File: src/rtl/rr_decoder_arbiter.sv
// Round-robin arbiter that grants one of four requesters a shared, decoder-selected resource.
// A grant lasts until the holder releases it or HOLD_MAX cycles pass, then one dead cycle follows.
module rr_decoder_arbiter #(
    parameter int HOLD_MAX = 8,
    parameter int CNT_W    = 4
) (
    input  logic       clk,
    input  logic       rst,
    input  logic [3:0] req,
    input  logic       done,
    output logic [3:0] gnt,
    output logic [1:0] gnt_idx,
    output logic       gnt_valid,
    output logic       timeout
);

    typedef enum logic [1:0] {
        IDLE,
        GRANT,
        RELEASE
    } state_t;

    state_t           state_q, state_d;
    logic [1:0]       gnt_idx_q, gnt_idx_d;
    logic [1:0]       last_q, last_d;
    logic [3:0]       gnt_q, gnt_d;
    logic             gnt_valid_q, gnt_valid_d;
    logic             timeout_q, timeout_d;
    logic [CNT_W-1:0] cnt_q, cnt_d;

    logic [1:0]       pick;
    logic             pick_ok;
    logic             rel_a;
    logic             rel_b;

    // Search starts just after the last served requester, so it ends up lowest priority.
    always_comb begin
        pick    = 2'd0;
        pick_ok = 1'b0;
        for (int k = 1; k <= 4; k++) begin
            if (!pick_ok && req[2'(last_q + 2'(k))]) begin
                pick    = 2'(last_q + 2'(k));
                pick_ok = 1'b1;
            end
        end
    end

    assign rel_a = done || !req[gnt_idx_q];
    assign rel_b = (cnt_q == CNT_W'(HOLD_MAX - 1));

    always_comb begin
        state_d     = state_q;
        gnt_idx_d   = gnt_idx_q;
        gnt_valid_d = gnt_valid_q;
        gnt_d       = gnt_q;
        timeout_d   = 1'b0;
        cnt_d       = cnt_q;
        last_d      = last_q;
        case (state_q)
            IDLE: begin
                if (pick_ok) begin
                    gnt_idx_d   = pick;
                    gnt_valid_d = 1'b1;
                    gnt_d       = 4'b0001 << pick;
                    cnt_d       = '0;
                    state_d     = GRANT;
                end
            end
            GRANT: begin
                cnt_d = cnt_q + 1'b1;
                // A voluntary release wins over the timeout when both happen together.
                if (rel_a || rel_b) begin
                    state_d     = RELEASE;
                    gnt_valid_d = 1'b0;
                    gnt_d       = 4'b0000;
                    last_d      = gnt_idx_q;
                    timeout_d   = rel_b && !rel_a;
                end
            end
            RELEASE: begin
                gnt_valid_d = 1'b0;
                gnt_d       = 4'b0000;
                state_d     = IDLE;
            end
            default: begin
                gnt_valid_d = 1'b0;
                gnt_d       = 4'b0000;
                state_d     = IDLE;
            end
        endcase
    end

    always_ff @(posedge clk or posedge rst) begin
        if (rst) begin
            state_q     <= IDLE;
            gnt_idx_q   <= 2'b00;
            last_q      <= 2'b11;
            gnt_q       <= 4'b0000;
            gnt_valid_q <= 1'b0;
            timeout_q   <= 1'b0;
            cnt_q       <= '0;
        end else begin
            state_q     <= state_d;
            gnt_idx_q   <= gnt_idx_d;
            last_q      <= last_d;
            gnt_q       <= gnt_d;
            gnt_valid_q <= gnt_valid_d;
            timeout_q   <= timeout_d;
            cnt_q       <= cnt_d;
        end
    end

    assign gnt       = gnt_q;
    assign gnt_idx   = gnt_idx_q;
    assign gnt_valid = gnt_valid_q;
    assign timeout   = timeout_q;

endmodule
File: config.mk
export PLATFORM = sky130hd
export DESIGN_NAME = rr_decoder_arbiter
export DESIGN_NICKNAME = d
export VERILOG_FILES = /design/src/rtl/rr_decoder_arbiter.sv
export SDC_FILE = /design/constraint.sdc
export NUM_CORES = 1
export LEC_CHECK = 0
export ABC_AREA = 0
export CAP_MARGIN = 25
export CORE_MARGIN = 5
export CORE_UTILIZATION = 50
export CTS_CLUSTER_DIAMETER = 120
export DETAILED_ROUTE_END_ITERATION = 12
export PLACE_DENSITY = 0.78
export SYNTH_ARGS = -nofsm -noshare
export SYNTH_HDL_FRONTEND = slang
export SYNTH_SLANG_ARGS = --single-unit
File: constraint.sdc
create_clock -name clk -period 2.9 [get_ports clk]
set_input_delay 0.87 -clock clk [delete_from_list [all_inputs] [get_ports clk]]
set_output_delay 0.87 -clock clk [all_outputs]
set_load 0.01 [all_outputs]
== After elaboration in Yosys (flattened, before gate mapping) ==
Index checks and enable logic that the tools add are counted.
W data, S select, Z words.

* Flip-flop bits (word level): 16
* Output and inout port bits: 8

* Add/sub/neg operators: 4
* Order comparisons: 5
* Equality and inequality tests: 4
* Shift-type cells: 1
* Muxes and demuxes: 31
* Reductions and logical operators: 17

{| class="wikitable"
|+ Operators with widths
! kind !! number
|-
| $pmux W4 S2 || 2
|-
| $lt A2 B3 Y1 const B || 5
|-
| $mux W1 || 13
|-
| $mux W2 || 6
|-
| $mux W4 || 3
|-
| $bmux W1 S2 || 5
|-
| $reduce_and A2 Y1 || 4
|-
| $logic_not A1 Y1 || 5
|-
| $add A2 B2 Y2 const B || 2
|-
| $add A4 B1 Y4 const B || 1
|-
| $eq A4 B3 Y1 const B || 1
|-
| $logic_and A1 B1 Y1 || 4
|-
| $ne A2 B2 Y1 const B || 2
|-
| $pmux W2 S2 || 1
|-
| $shl A1 B2 Y4 const A || 1
|-
| $add A2 B1 Y2 const B || 1
|-
| $eq A2 B1 Y1 const B || 1
|-
| $logic_not A2 Y1 || 1
|-
| $logic_or A1 B1 Y1 || 2
|-
| $pmux W1 S2 || 1
|-
| $reduce_bool A2 Y1 || 1
|}

== Longest topological paths before layout ==
Gate-level depths: netlist (run 1).

* Word-level depth: 16
* Gate-level depth with buffers: 4
* Depth with buffers taken out: 4

== Worst setup path after synthesis (run 1) ==
Ideal clock, no wire load.

* Path kind: input to register
* From: input port req[3]
* To: register gnt_q[0], in the netlist gnt[0]
* Setup time: 122 ps
* Data arrival time: 1938 ps
* Data required time: 2778 ps
* Setup slack: 841 ps
* Stages on the path: 4
* Path buffers: 0
* Cell sequence: mux4_2 > nor2b_4 > a32o_2 > a32o_1

* Word-level cells in the longest chain between the ends: 15
* Elaborated cells on any way between the ends: 33
* Those cells by class: eq/ne: 2; shift: 1; mux: 20; reduce/logical: 10

{| class="wikitable"
|+ Ends and longest elaborated chain
! item !! line !! text
|-
| start, declared || 9 || <nowiki>input logic [3:0] req,</nowiki>
|-
| $bmux W1 S2 || 41 || <nowiki>if (!pick_ok && req[2'(last_q + 2'(k))]) begin</nowiki>
|-
| $mux W1 (not written as such) || 41 ||
|-
| $mux W1 || 41 ||
|-
| $logic_not A1 Y1 || 41 ||
|-
| $logic_and A1 B1 Y1 || 41 ||
|-
| $mux W1 || 41 ||
|-
| $logic_not A1 Y1 || 41 ||
|-
| $logic_and A1 B1 Y1 || 41 ||
|-
| $mux W1 || 41 ||
|-
| $logic_not A1 Y1 || 41 ||
|-
| $logic_and A1 B1 Y1 || 41 ||
|-
| $mux W2 || 41 ||
|-
| $shl A1 B2 Y4 || 64 || <nowiki>gnt_d = 4'b0001 << pick;</nowiki>
|-
| $mux W4 || 61 || <nowiki>if (pick_ok) begin</nowiki>
|-
| $pmux W4 S2 || 59 || <nowiki>case (state_q)</nowiki>
|-
| end signal, assigned || 106 || <nowiki>gnt_q <= gnt_d;</nowiki>
|-
| end, declared || 26 || <nowiki>logic [3:0] gnt_q, gnt_d;</nowiki>
|}

Parallel ways exist; a longest one is shown, timed or not. The select of a mux whose other input is x is not followed.
A chain may end at the register's enable or synchronous reset.

== Worst setup path after layout (run 1) ==
* From: input port req[3]
* To: register gnt_q[2], in the netlist gnt[2]

The elaborated chain is that of the path after synthesis.

==> results of run 1 <==
[power groups by stage]
stage                     logic (mW)  registers (mW)  clock network, mW
after floorplan                0.239           0.380                  0
final                          0.396           0.376              0.117
after global routing           0.441           0.391              0.134
after detailed placement       0.397           0.379                  0
after CTS                      0.399           0.376              0.121
after global placement         0.389           0.374                  0
[area by class of cell]
| class | instances | area (um2) | share of cell area [%] |
|---|---|---|---|
| inverter | 2 | 7.51 | 0.800 |
| timing repair buffer | 14 | 140 | 14.9 |
| multi-input combinational | 50 | 367 | 39.1 |
| tap | 16 | 20.0 | 2.13 |
| clock buffer | 4 | 26.3 | 2.80 |
| sequential | 15 | 378 | 40.3 |
[logic make-up (layout without fill, tap and decap cells)]
logic type / count (synthesis) / in the layout / synth area share [%]
AND/OR/NAND/NOR: 28 / 28 / 21.1
AO/OA/AOI/OAI: 15 / 15 / 16.3
flip-flops: 15 / 15 / 50.2
multiplexers: 4 / 4 / 7.32
XOR/XNOR: 2 / 2 / 2.33
buffers and inverters: 2 / 20 / 0.999
adder cells (fa/ha/maj): 1 / 1 / 1.66
[metal layers]
layer	vias to the layer above	global-route usage, %	wire length, um
met5	-	0	0
met4	0	5.38	22
met3	3	4.59	76
met2	15	21.3	679
met1	289	18.9	711
li1	283	-	-
[worst max-delay path by stage]
stage,slack [ns],end,cells past startpoint,startpoint
finish,0.55,gnt[2],5,req[3]
global route,0.52,gnt[0],5,req[3]
CTS,0.56,gnt[2],5,req[3]
detailed placement,0.26,gnt[2],5,req[3]
global placement,0.29,gnt[2],5,req[0]
floorplan,0.84,gnt[0],4,req[3]
[sequential cells by signal, indices dropped and copies added, names as in the netlist]
register and flops:
gnt_idx 2, state_q 2, last_q 2, timeout 1
gnt 4, cnt_q 4
[worst register-to-register path: cells and delay by family, from the launching register on]
kind / cells / cell delay (ns)
mux: 1 / 0.52
flops: 1 / 0.42
simple gates: 1 / 0.16
compound gates: 2 / 0.51
[Yosys cell counts, types with 2 or more instances]
master	number	share of area, %
inv_1	2	1.0
a21oi_1	3	2.0
a32o_1	2	2.7
dfstp_2	2	7.0
nand2b_1	3	2.5
o2bb2ai_1	2	2.3
nand3_1	2	1.3
dfrtp_1	13	43
nor2_1	5	2.5
mux2_2	2	3.0
xor2_1	2	2.3
nand2_1	8	4.0
o21ai_0	2	1.3
==> results.cfg, run 1 <==
[detailed_routing]
wl_per_cell_um = 14.8
antenna_left = 0
vias = 590
vias_per_cell = 5.84
drc = 0
drt-total-wl_um = 1490
firstDrtPassIters = 4
drtIter0Drc = 13

[synth]
ys_seq_area_share_pct = 50.2
synth-seq-cells = 15
ys.flop_type = dfrtp_1
async_flop_share_pct = 100
ys.warnings.count = 0
synth_nets = 75
synth_edf_count = 0
netlist_area_um2 = 752
avgSynthCellArea_um2 = 11.2
netlist_instances = 67
ys_types = 32

[clock_network]
cts_tree = built
cts.repair.resized = 0
clk_pin_slew_ns = 0.08
cts_buffer_depth = 2
cts-root-buf = clkbuf_4
cts_made_buffers = 3
postCtsHoldBufs = 0
h-tree-depth = 1
post_cts_buffers = 0
clk_latency_ns = 0.28
cts_sinks = 15

[worst_setup_path]
rr_worst_depth = 4
required_ns = 3.07
crit_arrival_ns = 2.52
r2r_end = gnt[2]
path_max_fanout = 6
r2r_start = gnt_idx[0]
critPathSlowestCell = mux4_2
cp_top_family = compound AO/OA/AOI/OAI gates
crit_chain = clkdlybuf4s50_1, mux4_2, nor2b_4, a32o_2, a32o_1
r2r_slack_ns = 1.19
endpoint_kind = flop
crit_buf_inv = 1
slowest_delay_ns = 0.50
startpoint_type = input port
critPathKind = input port to flop

[sta]
hold_slack_ns = 0.500
min_period_ns = 2.35
fin_skew_ns = 0.00433
fin_ws_ns = 0.553
max_freq_mhz = 426
finalSetupViolations = 0
worst_pin_slew_ns = 0.573
finalCritPeriodShare_pct = 80.9
slew_viol_final = 0
setup_tns_ns = 0
hold_violations = 0
rsz0062_at_grt = no
slew_headroom_pct = 61.8

[flow_run]
cap_violations = 0

[outcome]
outcome = complete, no violations

[power_and_ir_drop]
p_sw_uw = 332
p_leak_nw = 0.404
p_sw_share_pct = 37.3
comb_power_share_pct = 44.5
power.share.clock_pct = 13.2
p_total_uw = 890
seq_power_share_pct = 42.3
powerDensity_nw_per_um2 = 948
ir_drop_v = 0.000453
p_int_uw = 557

[finish]
syn_to_final_growth_pct = 24.8
stdcell_count = 101
layout_common_cells = clkdlybuf4s50_1 (14), dfrtp_1 (13), nand2_1 (8)
antenna_cells = 0
nFillCells = 121
final_common_cell = clkdlybuf4s50_1
fin_util_pct = 63.8
layout-drive-gt1-share_pct = 16.5
final_nets = 94
final_cell_area_um2 = 938

[placement]
dpl.cell_count = 97
numPortBuffers = 14
dp_hpwl_um = 1130
gp_congestion = 0.726
dp_slack_ns = 0.265
place_area_um2 = 912

[global_route]
grt_pass1_wl_um = 2680
antenna_found_initial = 0
gr-usage-all-layers_pct = 14.2
grt_max_degree = 16
first_global_vias = 601
globalRouteOverflowTotal = 0

[hold_path]
worstHoldPathType = flop to flop
min_to = gnt[1]
min-delay-start = gnt[1]
hold_depth = 1

[floorplanning]
num_rows = 14
dieArea_um2 = 2380
top_level_ports = 15
die_width_um = 48.8
die_h_um = 48.8
core_um2 = 1470
initial_core_util_pct = 51.1
Note: power is estimated with default switching activity, not from simulation.
==> run 2, diff against run 1 <==
Settings changed: CORE_UTILIZATION 50 to 44, PLACE_DENSITY 0.78 to 0.73.
Clock period 2.9 ns to 2.05 ns, I/O delays scaled along.
==> results.cfg, run 2 (synthesized netlist as in run 1, its figures left out) <==
[sta]
slew_viol_final = 0
fin_skew_ns = 0.00652
min_period_ns = 2.02
finalCritPeriodShare_pct = 98.4
hold_slack_ns = 0.499
finalSetupViolations = 0
slew_headroom_pct = 62.2
max_freq_mhz = 496
worst_pin_slew_ns = 0.567
hold_violations = 0
fin_ws_ns = 0.0319
rsz0062_at_grt = no
setup_tns_ns = 0

[worst_setup_path]
critPathSlowestCell = mux4_2
endpoint_kind = flop
r2r_end = gnt[0]
slowest_delay_ns = 0.49
critPathKind = input port to flop
crit_buf_inv = 1
cp_top_family = multiplexers
r2r_slack_ns = 0.34
required_ns = 2.21
rr_worst_depth = 4
crit_arrival_ns = 2.18
path_max_fanout = 4
crit_chain = clkdlybuf4s50_1, mux4_2, nor2b_4, a32o_2, a32o_1
r2r_start = gnt_idx[0]
startpoint_type = input port

[clock_network]
cts_made_buffers = 3
cts_tree = built
post_cts_buffers = 0
cts_buffer_depth = 2
clk_latency_ns = 0.28
cts_sinks = 15
cts.repair.resized = 0
cts-root-buf = clkbuf_4
clk_pin_slew_ns = 0.09
postCtsHoldBufs = 0
h-tree-depth = 1

[floorplanning]
core_um2 = 1670
die_h_um = 51.3
dieArea_um2 = 2640
die_width_um = 51.3
top_level_ports = 15
num_rows = 15
initial_core_util_pct = 45.0

[detailed_routing]
vias = 597
firstDrtPassIters = 4
drtIter0Drc = 12
antenna_left = 0
drt-total-wl_um = 1550
drc = 0
vias_per_cell = 5.43
wl_per_cell_um = 14.1

[flow_run]
cap_violations = 0

[outcome]
outcome = complete, no violations

[hold_path]
min-delay-start = gnt[3]
min_to = gnt[3]
worstHoldPathType = flop to flop
hold_depth = 1

[placement]
dp_slack_ns = -0.266
dp_hpwl_um = 1220
numPortBuffers = 14
dpl.cell_count = 106
gp_congestion = 0.817

[finish]
multi_input_area_um2 = 367
stdcell_count = 110
final_common_cell = clkdlybuf4s50_1
fin_util_pct = 59.9
antenna_cells = 0
layout_common_cells = clkdlybuf4s50_1 (14), dfrtp_1 (13), nand2_1 (8), buf_4 (8), nor2_1 (5)
syn_to_final_growth_pct = 32.9
seqCellArea_um2 = 378
nFillCells = 144
layout-drive-gt1-share_pct = 23.7
final_nets = 102

[global_route]
grt_pass1_wl_um = 2630
gr-usage-all-layers_pct = 13.6
antenna_found_initial = 0
grt_max_degree = 16
first_global_vias = 604
globalRouteOverflowTotal = 0

[power_and_ir_drop]
ir_drop_v = 0.000716
powerDensity_nw_per_um2 = 1300
p_leak_nw = 0.444
[run 2: cell count changes in the layout (fill, tap and decap cells not counted)]
cell | before | now
buf_4 | 0 | 8
[run 2: layout make-up]
cell class | count | share of cell area, %
Inverter | 2 | 0.751
Multi-Input combinational cell | 50 | 36.7
Timing Repair Buffer | 22 | 20.0
Sequential cell | 15 | 37.8
Clock buffer | 4 | 2.63
Tap cell | 17 | 2.13
[run 2: worst max path at each step]
stage | startpoint | end | slack (ns) | cells past startpoint
floorplan | req[3] | gnt[0] | 0.25 | 4
global placement | req[2] | gnt[2] | -0.23 | 5
detailed placement | req[3] | gnt[0] | -0.27 | 5
CTS | req[3] | gnt[0] | 0.02 | 5
global route | req[3] | gnt[0] | 0.01 | 5
finish | req[3] | gnt[0] | 0.03 | 5
[run 2: layer usage]
metal / GRT usage [%] / part of all wire (%)
met1: 18.2 / 50
met2: 20.2 / 44
met3: 2.92 / 3.7
met4: 7.86 / 1.9
met5: 0 / 0
[run 2: metrics by stage]
stage,area (um2),total power [mW]
after floorplan,752,0.876
after global placement,973,1.12
after detailed placement,973,1.14
after CTS,1000,1.31
after global routing,1000,1.40
final,1000,1.30
[run 2: where the power goes]
part           leakage (nW)  switching (mW)  internal (mW)
combinational         0.238           0.271          0.326
clock                0.0150          0.0928         0.0753
sequential            0.191           0.113          0.420
total                 0.444           0.477          0.822
==> run 3, diff against run 2 <==
Settings changed: CAP_MARGIN 25 to 20, SLEW_MARGIN from default to 5.
==> results of run 3 <==
No change in the layout: final DEF, timing and power equal those of run 2.
